--- src/rtl/decode_prefix_pkg.sv ---
// Shared types for the legacy prefix scanner.
// Prefix byte values, group/kind codes, summary bundle and FSM states.
package decode_prefix_pkg;

  localparam logic [7:0] P_LOCK  = 8'hF0;
  localparam logic [7:0] P_REPNE = 8'hF2;
  localparam logic [7:0] P_REP   = 8'hF3;
  localparam logic [7:0] P_ES    = 8'h26;
  localparam logic [7:0] P_CS    = 8'h2E;
  localparam logic [7:0] P_SS    = 8'h36;
  localparam logic [7:0] P_DS    = 8'h3E;
  localparam logic [7:0] P_FS    = 8'h64;
  localparam logic [7:0] P_GS    = 8'h65;
  localparam logic [7:0] P_OPSZ  = 8'h66;
  localparam logic [7:0] P_ADSZ  = 8'h67;

  localparam int CNT_W = 4;

  typedef enum logic [2:0] {
    SEG_ES = 3'd0,
    SEG_CS = 3'd1,
    SEG_SS = 3'd2,
    SEG_DS = 3'd3,
    SEG_FS = 3'd4,
    SEG_GS = 3'd5
  } seg_index_e;

  typedef enum logic [1:0] {
    GRP_LOCKREP = 2'd0,
    GRP_SEG     = 2'd1,
    GRP_OPSZ    = 2'd2,
    GRP_ADSZ    = 2'd3
  } group_e;

  typedef enum logic [1:0] {
    K_NONE  = 2'd0,
    K_LOCK  = 2'd1,
    K_REPNE = 2'd2,
    K_REP   = 2'd3
  } kind_e;

  typedef enum logic [1:0] {
    SCAN  = 2'd0,
    DONE  = 2'd1,
    ERROR = 2'd2
  } state_e;

  typedef struct packed {
    logic             lock;
    logic             rep_ne;
    logic             rep;
    logic             seg_ovr;
    seg_index_e       seg;
    logic             op_size;
    logic             addr_size;
    logic [CNT_W-1:0] count;
    logic             too_long;
    logic             dup;
  } prefix_summary_t;

endpackage

--- src/rtl/decode_prefix_byte_class.sv ---
// Classifies one instruction byte as a legacy prefix.
// Reports its group, group-1 kind and segment index.
module decode_prefix_byte_class
  import decode_prefix_pkg::*;
(
  input  logic [7:0] i_byte,
  output logic       o_is_prefix,
  output group_e     o_group,
  output kind_e      o_kind,
  output seg_index_e o_seg_index
);

  always_comb begin
    o_is_prefix = 1'b1;
    o_group     = GRP_LOCKREP;
    o_kind      = K_NONE;
    o_seg_index = SEG_ES;
    unique case (1'b1)
      (i_byte == P_LOCK):  o_kind = K_LOCK;
      (i_byte == P_REPNE): o_kind = K_REPNE;
      (i_byte == P_REP):   o_kind = K_REP;
      (i_byte == P_ES): begin
        o_group     = GRP_SEG;
        o_seg_index = SEG_ES;
      end
      (i_byte == P_CS): begin
        o_group     = GRP_SEG;
        o_seg_index = SEG_CS;
      end
      (i_byte == P_SS): begin
        o_group     = GRP_SEG;
        o_seg_index = SEG_SS;
      end
      (i_byte == P_DS): begin
        o_group     = GRP_SEG;
        o_seg_index = SEG_DS;
      end
      (i_byte == P_FS): begin
        o_group     = GRP_SEG;
        o_seg_index = SEG_FS;
      end
      (i_byte == P_GS): begin
        o_group     = GRP_SEG;
        o_seg_index = SEG_GS;
      end
      (i_byte == P_OPSZ): o_group = GRP_OPSZ;
      (i_byte == P_ADSZ): o_group = GRP_ADSZ;
      default: o_is_prefix = 1'b0;
    endcase
  end

endmodule

--- src/rtl/decode_prefix_stream.sv ---
// Legacy prefix scanner: strips leading prefixes, emits a summary.
// Optional PREFIX_DUPLICATE_ERROR_EN flags repeated prefix groups.
module decode_prefix_stream
  import decode_prefix_pkg::*;
#(
  parameter  int WINDOW_BYTES     = 4,
  parameter  int MAX_PREFIX_BYTES = 14,
  localparam int CW = $clog2(WINDOW_BYTES + 1)
) (
  input  logic                         i_clock,
  input  logic                         i_reset,
  input  logic                         i_flush,
  input  logic [WINDOW_BYTES-1:0][7:0] i_window,
  input  logic [CW-1:0]                i_window_count,
  input  logic                         i_valid,
  output logic                         o_ready,
  output logic [CW-1:0]                o_consume,
  output logic                         o_valid,
  input  logic                         i_ready,
  output logic                         o_lock,
  output logic                         o_repeat_not_equal,
  output logic                         o_repeat_equal,
  output logic                         o_segment_override,
  output logic [2:0]                   o_segment_index,
  output logic                         o_operand_size,
  output logic                         o_address_size,
  output logic [3:0]                   o_prefix_count,
  output logic                         o_error_too_long,
  output logic                         o_error_duplicate
);

  localparam int AW = 8;

  state_e          r_state;
  state_e          w_state_nxt;
  prefix_summary_t r_sum;
  prefix_summary_t w_sum_nxt;
  prefix_summary_t w_acc;

  logic [WINDOW_BYTES-1:0] w_is_pre;
  group_e                  w_grp [WINDOW_BYTES];
  kind_e                   w_kind [WINDOW_BYTES];
  seg_index_e              w_seg [WINDOW_BYTES];

  logic [AW-1:0] w_run;
  logic [AW-1:0] w_avail;
  logic [AW-1:0] w_take;
  logic          w_stop;
  logic          w_over;
  logic          w_opcode;
  logic          w_accept;

  for (genvar g = 0; g < WINDOW_BYTES; g++) begin : g_cls
    decode_prefix_byte_class u_cls (
      .i_byte      (i_window[g]),
      .o_is_prefix (w_is_pre[g]),
      .o_group     (w_grp[g]),
      .o_kind      (w_kind[g]),
      .o_seg_index (w_seg[g])
    );
  end

  // Leading run of prefixes, clamped to the room left under the limit
  always_comb begin
    w_run  = '0;
    w_stop = 1'b0;
    for (int k = 0; k < WINDOW_BYTES; k++) begin
      if (!w_stop && (CW'(k) < i_window_count) && w_is_pre[k])
        w_run = w_run + AW'(1);
      else
        w_stop = 1'b1;
    end
    w_avail  = AW'(MAX_PREFIX_BYTES) - AW'(r_sum.count);
    w_over   = w_run > w_avail;
    w_take   = w_over ? w_avail : w_run;
    w_opcode = w_run < AW'(i_window_count);
  end

  assign w_accept  = (r_state == SCAN) & i_valid & ~i_flush & ~i_reset;
  assign o_consume = w_accept ? w_take[CW-1:0] : '0;

  always_comb begin
    w_acc = r_sum;
    for (int k = 0; k < WINDOW_BYTES; k++) begin
      if (AW'(k) < w_take) begin
`ifdef PREFIX_DUPLICATE_ERROR_EN
        case (w_grp[k])
          GRP_LOCKREP:
            if (w_acc.lock | w_acc.rep_ne | w_acc.rep)
              w_acc.dup = 1'b1;
          GRP_SEG:  if (w_acc.seg_ovr)   w_acc.dup = 1'b1;
          GRP_OPSZ: if (w_acc.op_size)   w_acc.dup = 1'b1;
          default:  if (w_acc.addr_size) w_acc.dup = 1'b1;
        endcase
`endif
        case (w_grp[k])
          GRP_LOCKREP: begin
            case (w_kind[k])
              K_LOCK:  w_acc.lock = 1'b1;
              K_REPNE: begin
                w_acc.rep_ne = 1'b1;
                w_acc.rep    = 1'b0;
              end
              K_REP: begin
                w_acc.rep    = 1'b1;
                w_acc.rep_ne = 1'b0;
              end
              default: ;
            endcase
          end
          GRP_SEG: begin
            w_acc.seg_ovr = 1'b1;
            w_acc.seg     = w_seg[k];
          end
          GRP_OPSZ: w_acc.op_size   = 1'b1;
          default:  w_acc.addr_size = 1'b1;
        endcase
      end
    end
    w_acc.count = r_sum.count + CNT_W'(w_take);
  end

  always_comb begin
    w_state_nxt = r_state;
    w_sum_nxt   = r_sum;
    if (i_flush) begin
      w_state_nxt = SCAN;
      w_sum_nxt   = '0;
    end else begin
      unique case (r_state)
        SCAN: begin
          if (i_valid) begin
            w_sum_nxt = w_acc;
            if (w_over) begin
              w_state_nxt        = ERROR;
              w_sum_nxt.too_long = 1'b1;
              w_sum_nxt.count    = CNT_W'(MAX_PREFIX_BYTES + 1);
            end else if (w_opcode) begin
              w_state_nxt = DONE;
            end
          end
        end
        DONE, ERROR: begin
          if (i_ready) begin
            w_state_nxt = SCAN;
            w_sum_nxt   = '0;
          end
        end
        default: begin
          w_state_nxt = SCAN;
          w_sum_nxt   = '0;
        end
      endcase
    end
  end

  always_ff @(posedge i_clock) begin
    if (i_reset) begin
      r_state <= SCAN;
      r_sum   <= '0;
    end else begin
      r_state <= w_state_nxt;
      r_sum   <= w_sum_nxt;
    end
  end

  assign o_ready            = (r_state == SCAN);
  assign o_valid            = (r_state != SCAN);
  assign o_lock             = r_sum.lock;
  assign o_repeat_not_equal = r_sum.rep_ne;
  assign o_repeat_equal     = r_sum.rep;
  assign o_segment_override = r_sum.seg_ovr;
  assign o_segment_index    = r_sum.seg;
  assign o_operand_size     = r_sum.op_size;
  assign o_address_size     = r_sum.addr_size;
  assign o_prefix_count     = r_sum.count;
  assign o_error_too_long   = r_sum.too_long;
  // dup is only ever set when duplicate detection is compiled in
  assign o_error_duplicate  = r_sum.dup & o_valid;

endmodule

--- config.mk ---
export PLATFORM = sky130hd
export DESIGN_NAME = decode_prefix_stream
export DESIGN_NICKNAME = d
export VERILOG_FILES = /design/src/rtl/decode_prefix_pkg.sv /design/src/rtl/decode_prefix_byte_class.sv /design/src/rtl/decode_prefix_stream.sv
export SDC_FILE = /design/constraint.sdc
export NUM_CORES = 1
export LEC_CHECK = 0
export ABC_AREA = 0
export CORE_UTILIZATION = 35
export CTS_CLUSTER_DIAMETER = 30
export DETAILED_ROUTE_END_ITERATION = 10
export GPL_ROUTABILITY_DRIVEN = 0
export PLACE_DENSITY_LB_ADDON = 0.12
export SLEW_MARGIN = 20
export SYNTH_ARGS = -nofsm -noshare
export SYNTH_HDL_FRONTEND = slang
export SYNTH_SLANG_ARGS = --single-unit
--- constraint.sdc ---
create_clock -name i_clock -period 7.64 [get_ports i_clock]
set_clock_uncertainty 0.1 [all_clocks]
set_input_delay 0.764 -clock i_clock [delete_from_list [all_inputs] [get_ports i_clock]]
set_output_delay 0.764 -clock i_clock [all_outputs]
set_load 0.02 [all_outputs]
==> key figures, run 1 <==
GRT
  • Largest net degree at the start of global routing: 12
  • Vias in the first global route: 2,020
  • GRT overflow: 0
  • Initial antenna violation count: 0
  • First-pass GRT wire length: a little under 10 mm
  • Overall global routing resource usage: 20.3%

Clock network
  • Hold buffers post-CTS: 0
  • Worst-path clk slew: 70 ps
  • CTS tree: done
  • Number of gates resized after cts: 0
  • Max Root-Sink Buffers: 2
  • Post-CTS setup repair buffer count: 0
  • CTS Buf Count: 3
  • Worst skew pair latency: 250 ps
  • Clock Root Buffer: clkbuf_8
  • H-tree levels: 1
  • CTS Sinks: 16

STA
  • Tmin final: 7110 ps
  • Endpoints failing setup: 0
  • Final worst path period share: 93.0%
  • Hold Worst Slack: 367 ps
  • Worst slew pin tran: 1010 ps
  • FMAX: 0.141 GHz
  • Hold Fails Final Rpt: 0
  • Final setup margin: ~530 ps
  • Setup TNS: 0 ps
  • Final slew viol count: 0
  • RSZ-0062 raised after global routing: no
  • Slew HR: approximately 32%

Drt
  • Antenna-violating nets left: 0
  • Initial DRC count: 150
  • DR WL/cell: 15.3 um
  • Post-Route WL: about 6.1 mm
  • Via count: 2,237
  • Pre-antenna DRT Iters: 4
  • Met3 WL: 232 um
  • Post-DR vias/cell: 5.63
  • Met2 wire length: 2.93 mm
  • Top Layer Used: met4
  • Wire length on met1: 2.86 mm
  • DRC violations left: 0

Layout
  • Finished Core Util: 49.2%
  • Fraction of layout cells with a size suffix above 1: between 8 and 9%
  • NumNets Final: 380
  • Diode count: 0
  • Register area: about 320 um2
  • Final instance area: around 2700 um2
  • Area delta synth->final: 35.5%
  • Post-Layout Cell Count: 397
  • Fillers: 588
  • Multi-input gate area: 1600 um2
  • Most frequent cells in the layout: clkdlybuf4s50_1, nand2_1, nor2_1
  • Commonest non-fill, non-tap cell in the layout: clkdlybuf4s50_1

Logic synthesis
  • Synth cell types: 68
  • EDFF count, synth: 0
  • Number of synthesized register bits: 16
  • Share of flip-flops with an asynchronous set or reset: 0%
  • Primary FF master, synth: dfxtp_1
  • Syn Area/Cell: 7.52 um2
  • Ys Warns: 0
  • Synth top area cells: dfxtp_1, ha_1, nand2_1, nor2_1, a21oi_1
  • Synth top area share: between 15 and 20%
  • Mapped Area: about 2000 um2
  • Seq/Total Area, Yosys: 16.0%
  • Gate Count Post-Synth: between 200 and 300
  • Synth area leader: dfxtp_1

Power
  • Worst IR drop on VDD: 0.0680 mV
  • Pleak: 1.04 nW
  • PD cells: 81.3 nW/um2
  • Tot Pwr: 0.220 mW

Floorplanning
  • Starting density of the core: 36.3%
  • Die ar.: 6020 um2
  • Core Region: 5510 um2
  • Site row count: 27
  • Die W: 77.6 um
  • Boundary Pins: 60
  • Die height: 77.6 um

Place
  • Port buffer count: 58
  • HPWL Detailed: 4.92 mm
  • Dpl cells: 393
  • Pre-CTS WS: 532 ps
  • Placement Cell Area: 2660 um2

Run
  • Max cap viols: 0

Worst setup path
  • WP data required: between 6000 and 7000 ps
  • Data arrival time of the critical path: 6240 ps
  • Startpoint Class: input pin
  • CP Max Fanout: 11
  • Worst setup EP type: primary output
  • CP Class: in -> out

Run status
  • Status: finished, final reports clean

Worst hold path
  • Min-delay worst type: reg -> reg
[power breakdown]
| part | internal, mW | leakage, nW | switching, mW | total [mW] |
|---|---|---|---|---|
| combinational | 0.0294 | 0.880 | 0.0289 | 0.0583 |
| sequential | 0.0837 | 0.129 | 0.000250 | 0.0840 |
| clock | 0.0458 | 0.0288 | 0.0322 | 0.0780 |
| total | 0.159 | 1.04 | 0.0614 | 0.220 |
[cells by family (layout without fill, tap and decap cells)]
kind of cell | after synthesis | count (layout) | synth area share [%]
buf+inv | 19 | 77 | 4.13
mux | 2 | 2 | 1.31
fa+ha+maj | 14 | 14 | 9.13
xor+xnor | 5 | 5 | 2.19
simple gates | 121 | 121 | 34.8
other cells | 1 | 2 | 0.187
flops | 16 | 16 | 16.0
compound gates | 88 | 88 | 32.2
[final timing paths]
kind / startpoint / end / slack (ps) / depth (start not counted)
max: i_window[14] / o_consume[2] / 530 / 21
min: o_error_too_long$_SDFFE_PP0P_ / o_error_too_long$_SDFFE_PP0P_ / 370 / 2
max reg2reg: o_prefix_count[0]$_SDFFE_PP0P_ / o_segment_index[2]$_SDFFE_PP0P_ / 3660 / 12
min reg2reg: o_error_too_long$_SDFFE_PP0P_ / o_error_too_long$_SDFFE_PP0P_ / 370 / 2
[layer usage]
layer | GRT usage, % | vias up
li1 | - | 1148
met1 | 27.0 | 1032
met2 | 34.9 | 51
met3 | 3.18 | 6
met4 | 3.02 | 0
met5 | 0 | -
[area by class of cell]
class / count / area share, %
clock buffers: 4 / 2.03
inverters: 13 / 1.80
multi-input cells: 232 / 59.1
flip-flops and latches: 16 / 11.8
well taps: 72 / 3.32
repair buffers: 60 / 22.0
[registers in the layout, summed over array words and instances, names as in the netlist]
register	flops
o_segment_override	1
o_repeat_not_equal	1
o_prefix_count	4
r_state	2
o_error_too_long	1
o_address_size	1
o_operand_size	1
o_segment_index	3
o_lock	1
o_repeat_equal	1
[worst max-delay path, cell delays in order]
cell and delay [ps]:
clkdlybuf4s50_1 490, nand3_1 90, or4b_2 700, o21ai_0 110
a21oi_1 70, a211oi_1 190, ha_1 340, o311a_2 290
xnor2_1 130, ha_1 190, nand3b_1 110, nor4_1 200
a21oi_1 90, a21oi_2 290, ha_1 300, nand4_1 140
nand2_1 90, a21oi_1 610, nor2_1 140, a311oi_1 290
clkdlybuf4s50_1 640
[synthesized netlist by cell type, types with 3 or more instances]
library cell / count
nand3b_1: 5
ha_1: 13
o21a_1: 5
nand4b_1: 3
a221oi_1: 4
a22oi_1: 3
inv_1: 12
nand2_1: 27
nor2b_1: 5
a31oi_1: 5
nor3_1: 10
o31ai_1: 3
o211ai_1: 3
nor3_2: 3
a21oi_1: 17
clkbuf_1: 4
nor2_1: 24
a22o_1: 5
o21ai_0: 13
nand3_1: 11
xnor2_1: 3
a32oi_1: 4
nor4_1: 4
nand4_1: 6
or2_2: 3
a21o_1: 4
dfxtp_1: 16
Power figures use the tool's default switching activity.
==> run 2: changes to the inputs <==
--- a/config.mk
+++ b/config.mk
@@ -6,7 +6,7 @@
 export NUM_CORES = 1
 export LEC_CHECK = 0
 export ABC_AREA = 0
-export CORE_UTILIZATION = 35
+export CORE_UTILIZATION = 48
 export CTS_CLUSTER_DIAMETER = 30
 export DETAILED_ROUTE_END_ITERATION = 10
 export GPL_ROUTABILITY_DRIVEN = 0
==> run 2 against run 1 <==
Clock power fell by 3.5%. Critical path depth fell by 1. Register-to-register slack improved by 460 ps. Flip-flop and latch count did not move. Worst hold slack got worse by 3.4 ps. Setup slack improved by 370 ps. Wire length fell by 5.2%. Sequential share of layout area rose by 0.088 points. Fmax rose by 5.4%. Combinational power barely moved. Cell count fell by 5.3%. Largest power group unchanged.
==> key figures, run 2 (synthesized netlist as in run 1, its figures left out) <==
Layout
  • Register area: 320 um2 (unchanged)
  • Most frequent cells in the layout: clkdlybuf4s50_1, nand2_1, nor2_1 (unchanged)
  • Fillers: 349 (was 588)
  • Multi-input gate area: 1600 um2 (unchanged)
  • Fraction of layout cells with a size suffix above 1: 8.90% (was 8.62%)
  • NumNets Final: 381 (was 380)
  • Diode count: 0 (unchanged)
  • Commonest non-fill, non-tap cell in the layout: clkdlybuf4s50_1 (unchanged)
  • Post-Layout Cell Count: 376 (was 397)
  • Area delta synth->final: 34.5% (was 35.5%)
  • Final instance area: 2690 um2 (was 2710 um2)
  • Number of flip-flops in the largest register: 4 (unchanged)

Worst setup path
  • Startpoint Class: input pin (unchanged)
  • WP data required: 6780 ps (about the same)
  • CP Max Fanout: 11 (unchanged)
  • Worst path cell trace: clkdlybuf4s50_1 > nand3_1 > or4b_2 > o21ai_0 > a21oi_1 > a211oi_1 > ha_1 > o311a_2 > xnor2_1 > ha_1 > nor3_2 > and2b_1 > ha_1 > nor2b_1 > o211ai_1 > a21oi_1 > buf_4 > a211o_1 > a31oi_1 > clkdlybuf4s50_1 (was clkdlybuf4s50_1 > nand3_1 > or4b_2 > o21ai_0 > a21oi_1 > a211oi_1 > ha_1 > o311a_2 > xnor2_1 > ha_1 > nand3b_1 > nor4_1 > a21oi_1 > a21oi_2 > ha_1 > nand4_1 > nand2_1 > a21oi_1 > nor2_1 > a311oi_1 > clkdlybuf4s50_1)
  • CP Buf/Inv Count: 3 (was 2)
  • Slowest stage delay, CP: 700 ps (about the same)
  • Worst setup EP type: primary output (unchanged)
  • Slowest cell on crit path: or4b_2 (unchanged)
  • Data arrival time of the critical path: 5880 ps (was 6240 ps)
  • Largest delay share family, worst path: compound AO/OA/AOI/OAI gates (unchanged)
  • Worst path most repeated cell: ha_1
  • CP Class: in -> out (unchanged)

Clock network
  • Clock Root Buffer: clkbuf_8 (unchanged)
  • CTS Buf Count: 3 (unchanged)
  • Post-CTS setup repair buffer count: 0 (unchanged)
  • Hold buffers post-CTS: 0 (unchanged)
  • H-tree levels: 1 (unchanged)
  • CTS tree: done (unchanged)
  • Worst skew pair latency: 250 ps (about the same)
  • Worst-path clk slew: 60 ps (was 70 ps)
  • Max Root-Sink Buffers: 2 (unchanged)
  • Number of gates resized after cts: 0 (unchanged)
  • CTS Sinks: 16 (unchanged)

Floorplanning
  • Die W: 66.6 um (was 77.6 um)
  • Site row count: 23 (was 27)
  • Boundary Pins: 60 (unchanged)
  • Die ar.: 4430 um2 (was 6020 um2)
  • Core Region: 4000 um2 (was 5510 um2)
  • Die height: 66.6 um (was 77.6 um)
  • Starting density of the core: 50.0% (was 36.3%)

Drt
  • Pre-antenna DRT Iters: 4 (unchanged)
  • Initial DRC count: 146 (was 150)
  • Post-DR vias/cell: 6.06 (was 5.63)
  • Antenna-violating nets left: 0 (unchanged)
  • DR WL/cell: 15.3 um (about the same)
  • Post-Route WL: 5.75 mm (was 6.06 mm)
  • Via count: 2,280 (was 2,237)
  • DRC violations left: 0 (unchanged)

STA
  • Final slew viol count: 0 (unchanged)
  • Final setup margin: 898 ps (was 532 ps)
  • Tmin final: 6740 ps (was 7110 ps)
  • Hold Fails Final Rpt: 0 (unchanged)
  • Endpoints failing setup: 0 (unchanged)
  • Slew HR: 35.3% (was 32.1%)
  • FMAX: 0.148 GHz (was 0.141 GHz)
  • Final worst path period share: 88.2% (was 93.0%)
  • Worst slew pin tran: 963 ps (was 1010 ps)
  • Setup TNS: 0 ps (unchanged)
  • RSZ-0062 raised after global routing: no (unchanged)

Place
  • Placement Cell Area: 2640 um2 (was 2660 um2)
  • HPWL Detailed: 4.61 mm (was 4.92 mm)
  • Pre-CTS WS: 876 ps (was 532 ps)
  • Dpl cells: 372 (was 393)
  • Port buffer count: 58 (unchanged)

GRT
  • Initial antenna violation count: 0 (unchanged)
  • Largest net degree at the start of global routing: 12 (unchanged)
  • GRT overflow: 0 (unchanged)
  • Overall global routing resource usage: 26.0% (was 20.3%)
  • Vias in the first global route: 1,927 (was 2,020)
  • First-pass GRT wire length: 8.91 mm (was 9.77 mm)

Power
  • Pleak: 1.04 nW (about the same)
  • Worst IR drop on VDD: 0.119 mV (was 0.0680 mV)
  • PD cells: 80.7 nW/um2 (was 81.3 nW/um2)

Run
  • Max cap viols: 0 (unchanged)

Run status
  • Status: finished, final reports clean (unchanged)

Worst hold path
  • Min-delay worst type: reg -> reg (unchanged)
[run 2: changes by cell type in the layout (fill, tap and decap cells not counted), sizes merged]
| cell | previous run | this run |
|---|---|---|
| buf | 2 | 3 |
[run 2: where the power goes]
group	leakage, nW	switching, mW	internal (mW)
Sequential	0.129	0.000213	0.0838
Clock	0.0288	0.0296	0.0457
Combinational	0.886	0.0286	0.0294
Total	1.04	0.0584	0.159
[run 2: layout make-up]
type	count	share of cell area (%)
Multi-Input combinational cell	232	59.5
Timing Repair Buffer	61	22.4
Sequential cell	16	11.9
Tap cell	50	2.32
Clock buffer	4	2.05
Inverter	13	1.81
[run 2: layer usage]
layer / vias up / part of all wire, % / GRT usage (%)
met5: - / 0 / 0
met4: 0 / 1.1 / 7.71
met3: 6 / 5.4 / 1.71
met2: 74 / 43 / 39.6
met1: 1048 / 50 / 38.6
li1: 1152 / - / -
[run 2: metrics by stage]
step           hold WS (ps)  total power [mW]  util (%)
3_5_place_dp            359             0.143      65.9
5_1_grt                 394             0.226      67.3
4_1_cts                 367             0.217      67.3
3_3_place_gp            349             0.143      65.9
6_report                363             0.217      67.3
2_1_floorplan           358             0.111         -
[run 2: final timing paths]
kind,from,end,slack (ps),cells after the start
max,i_window[13],o_consume[0],900,20
min,o_error_too_long$_SDFFE_PP0P_,o_error_too_long$_SDFFE_PP0P_,360,2
max reg2reg,o_prefix_count[0]$_SDFFE_PP0P_,o_segment_index[2]$_SDFFE_PP0P_,4120,13
min reg2reg,o_error_too_long$_SDFFE_PP0P_,o_error_too_long$_SDFFE_PP0P_,360,2
[run 2: worst register-to-register path: cells and delay by family (launching register included)]
| kind | cells | cell delay [ps] |
|---|---|---|
| adders and majority gates | 2 | 550 |
| and+or+nand+nor | 5 | 1130 |
| DFF | 1 | 490 |
| xor gates and xnor gates | 1 | 280 |
| AOI/OAI and AO/OA | 4 | 680 |
| buffers and inverters | 1 | 180 |
==> run 3: changes to the inputs <==
--- a/config.mk
+++ b/config.mk
@@ -6,6 +6,7 @@
 export NUM_CORES = 1
 export LEC_CHECK = 0
 export ABC_AREA = 0
+export CORE_MARGIN = 3
 export CORE_UTILIZATION = 48
 export CTS_CLUSTER_DIAMETER = 30
 export DETAILED_ROUTE_END_ITERATION = 10
==> run 3 against run 2 <==
Worst hold slack worse by 1.0 ps. Wire length up 1.7%. Largest power group unchanged. Sequential power about the same. Clock power up 3.9%. Fmax down 4.0%.
==> key figures, run 3 (synthesized netlist as in run 1, its figures left out) <==
Floorplanning
  • Die W: 70.6 um (was 66.6 um)
  • Die ar.: 4980 um2 (was 4430 um2)
  • Boundary Pins: 60 (unchanged)
  • Die height: 70.6 um (was 66.6 um)
  • Site row count: 22 (was 23)
  • Core Region: 3830 um2 (was 4000 um2)
  • Starting density of the core: 52.3% (was 50.0%)

Place
  • Placement Cell Area: 2630 um2 (was 2640 um2)
  • HPWL Detailed: 4.73 mm (was 4.61 mm)
  • Port buffer count: 58 (unchanged)

GRT
  • First-pass GRT wire length: 9.38 mm (was 8.91 mm)
  • GRT overflow: 0 (unchanged)
  • Largest net degree at the start of global routing: 12 (unchanged)
  • Vias in the first global route: 2,082 (was 1,927)
  • Overall global routing resource usage: 22.6% (was 26.0%)
  • Initial antenna violation count: 0 (unchanged)

Clock network
  • Post-CTS setup repair buffer count: 0 (unchanged)
  • Hold buffers post-CTS: 0 (unchanged)
  • CTS Sinks: 16 (unchanged)
  • Number of gates resized after cts: 0 (unchanged)
  • Clock Root Buffer: clkbuf_8 (unchanged)
  • CTS Buf Count: 3 (unchanged)
  • Max Root-Sink Buffers: 2 (unchanged)
  • Worst-path clk slew: 60 ps (about the same)
  • H-tree levels: 1 (unchanged)
  • CTS tree: done (unchanged)
  • Worst skew pair latency: 260 ps (was 250 ps)

STA
  • Final worst path period share: 91.9% (was 88.2%)
  • Worst slew pin tran: 989 ps (was 963 ps)
  • Hold Fails Final Rpt: 0 (unchanged)
  • FMAX: 0.142 GHz (was 0.148 GHz)
  • RSZ-0062 raised after global routing: no (unchanged)
  • Endpoints failing setup: 0 (unchanged)
  • Setup TNS: 0 ps (unchanged)
  • Final slew viol count: 0 (unchanged)
  • Slew HR: 33.6% (was 35.3%)
  • Tmin final: 7020 ps (was 6740 ps)

Run status
  • Status: finished, final reports clean (unchanged)

Layout
  • Commonest non-fill, non-tap cell in the layout: clkdlybuf4s50_1 (unchanged)
  • Final instance area: 2680 um2 (was 2690 um2)
  • Most frequent cells in the layout: clkdlybuf4s50_1, nand2_1, nor2_1 (unchanged)
  • Number of flip-flops in the largest register: 4 (unchanged)
  • Fraction of layout cells with a size suffix above 1: 8.62% (was 8.90%)
  • NumNets Final: 380 (was 381)
  • Fillers: 339 (was 349)
  • Area delta synth->final: 34.0% (was 34.5%)
  • Multi-input gate area: 1600 um2 (unchanged)
  • Diode count: 0 (unchanged)
  • Register area: 320 um2 (unchanged)

Drt
  • Antenna-violating nets left: 0 (unchanged)
  • DR WL/cell: 15.7 um (was 15.3 um)
  • Pre-antenna DRT Iters: 5 (was 4)
  • Via count: 2,344 (was 2,280)
  • Post-Route WL: 5.84 mm (was 5.75 mm)
  • DRC violations left: 0 (unchanged)
  • Post-DR vias/cell: 6.28 (was 6.06)
  • Initial DRC count: 178 (was 146)

Power
  • Tot Pwr: 0.220 mW (was 0.217 mW)
  • PD cells: 82.2 nW/um2 (was 80.7 nW/um2)
  • Pleak: 1.04 nW (about the same)
  • Worst IR drop on VDD: 0.0730 mV (was 0.119 mV)

Worst setup path
  • Startpoint Class: input pin (unchanged)
  • Worst setup EP type: primary output (unchanged)
  • CP Max Fanout: 11 (unchanged)
  • Data arrival time of the critical path: 6160 ps (was 5880 ps)
  • WP data required: 6780 ps (about the same)
  • Slowest cell on crit path: or4b_2 (unchanged)
  • CP Class: in -> out (unchanged)
  • Worst path cell trace: clkdlybuf4s50_1 > nand3_1 > or4b_2 > o21ai_0 > a21oi_1 > a211oi_1 > ha_1 > o311a_2 > xnor2_1 > ha_1 > nand3b_1 > nor4_1 > a21oi_1 > a21oi_2 > ha_1 > nand4_1 > nand2_1 > a21oi_1 > nor2_1 > a311oi_1 > clkdlybuf4s50_1 (was clkdlybuf4s50_1 > nand3_1 > or4b_2 > o21ai_0 > a21oi_1 > a211oi_1 > ha_1 > o311a_2 > xnor2_1 > ha_1 > nor3_2 > and2b_1 > ha_1 > nor2b_1 > o211ai_1 > a21oi_1 > buf_4 > a211o_1 > a31oi_1 > clkdlybuf4s50_1)
  • CP Buf/Inv Count: 2 (was 3)
  • Slowest stage delay, CP: 690 ps (was 700 ps)
  • Largest delay share family, worst path: compound AO/OA/AOI/OAI gates (unchanged)

Worst hold path
  • Min-delay worst type: reg -> reg (unchanged)

Run
  • Max cap viols: 0 (unchanged)
-- run 3: per-stage QoR --
stage / util (%) / std cells / hold slack (ps) / worst slack, ps
final: 70.1 / 373 / 362 / 620
after global routing: 70.1 / 373 / 385 / 193
after CTS: 70.1 / 373 / 365 / 636
after detailed placement: 68.6 / 369 / 356 / 645
after global placement: 68.6 / 369 / 344 / 773
after floorplan: - / 267 / 358 / 1850
-- run 3: power breakdown --
group | internal (mW) | total (mW) | leakage (nW) | switching (mW)
combinational | 0.0294 | 0.0582 | 0.880 | 0.0288
sequential | 0.0837 | 0.0840 | 0.129 | 0.000241
clock | 0.0459 | 0.0782 | 0.0288 | 0.0323
total | 0.159 | 0.220 | 1.04 | 0.0614
-- run 3: final timing paths --
kind                                  startpoint                               to  slack, ps  depth (start not counted)
setup / recovery                    i_window[14]                     o_consume[2]        620                         21
hold / removal     o_error_too_long$_SDFFE_PP0P_    o_error_too_long$_SDFFE_PP0P_        360                          2
setup reg to reg  o_prefix_count[0]$_SDFFE_PP0P_  o_segment_index[2]$_SDFFE_PP0P_       3670                         12
hold reg to reg    o_error_too_long$_SDFFE_PP0P_    o_error_too_long$_SDFFE_PP0P_        360                          2
-- run 3: final cells by class --
type,instances,area share (%)
timing repair buffer,60,22.2
tap,48,2.24
multi-input combinational,232,59.7
inverter,13,1.82
sequential,16,11.9
clock buffer,4,2.05
-- run 3: per-layer routing --
metal	up-vias	part of all wire [%]	GRT usage (%)
li1	1142	-	-
met3	17	6.0	3.55
met4	0	2.3	7.10
met5	-	0	0
met1	1085	43	30.1
met2	100	48	37.7
-- run 3: tightest hold or removal path, stage by stage (launching register included) --
cell	delay (ps)
dfxtp_1	310
nand2_1	50
a21oi_1	60
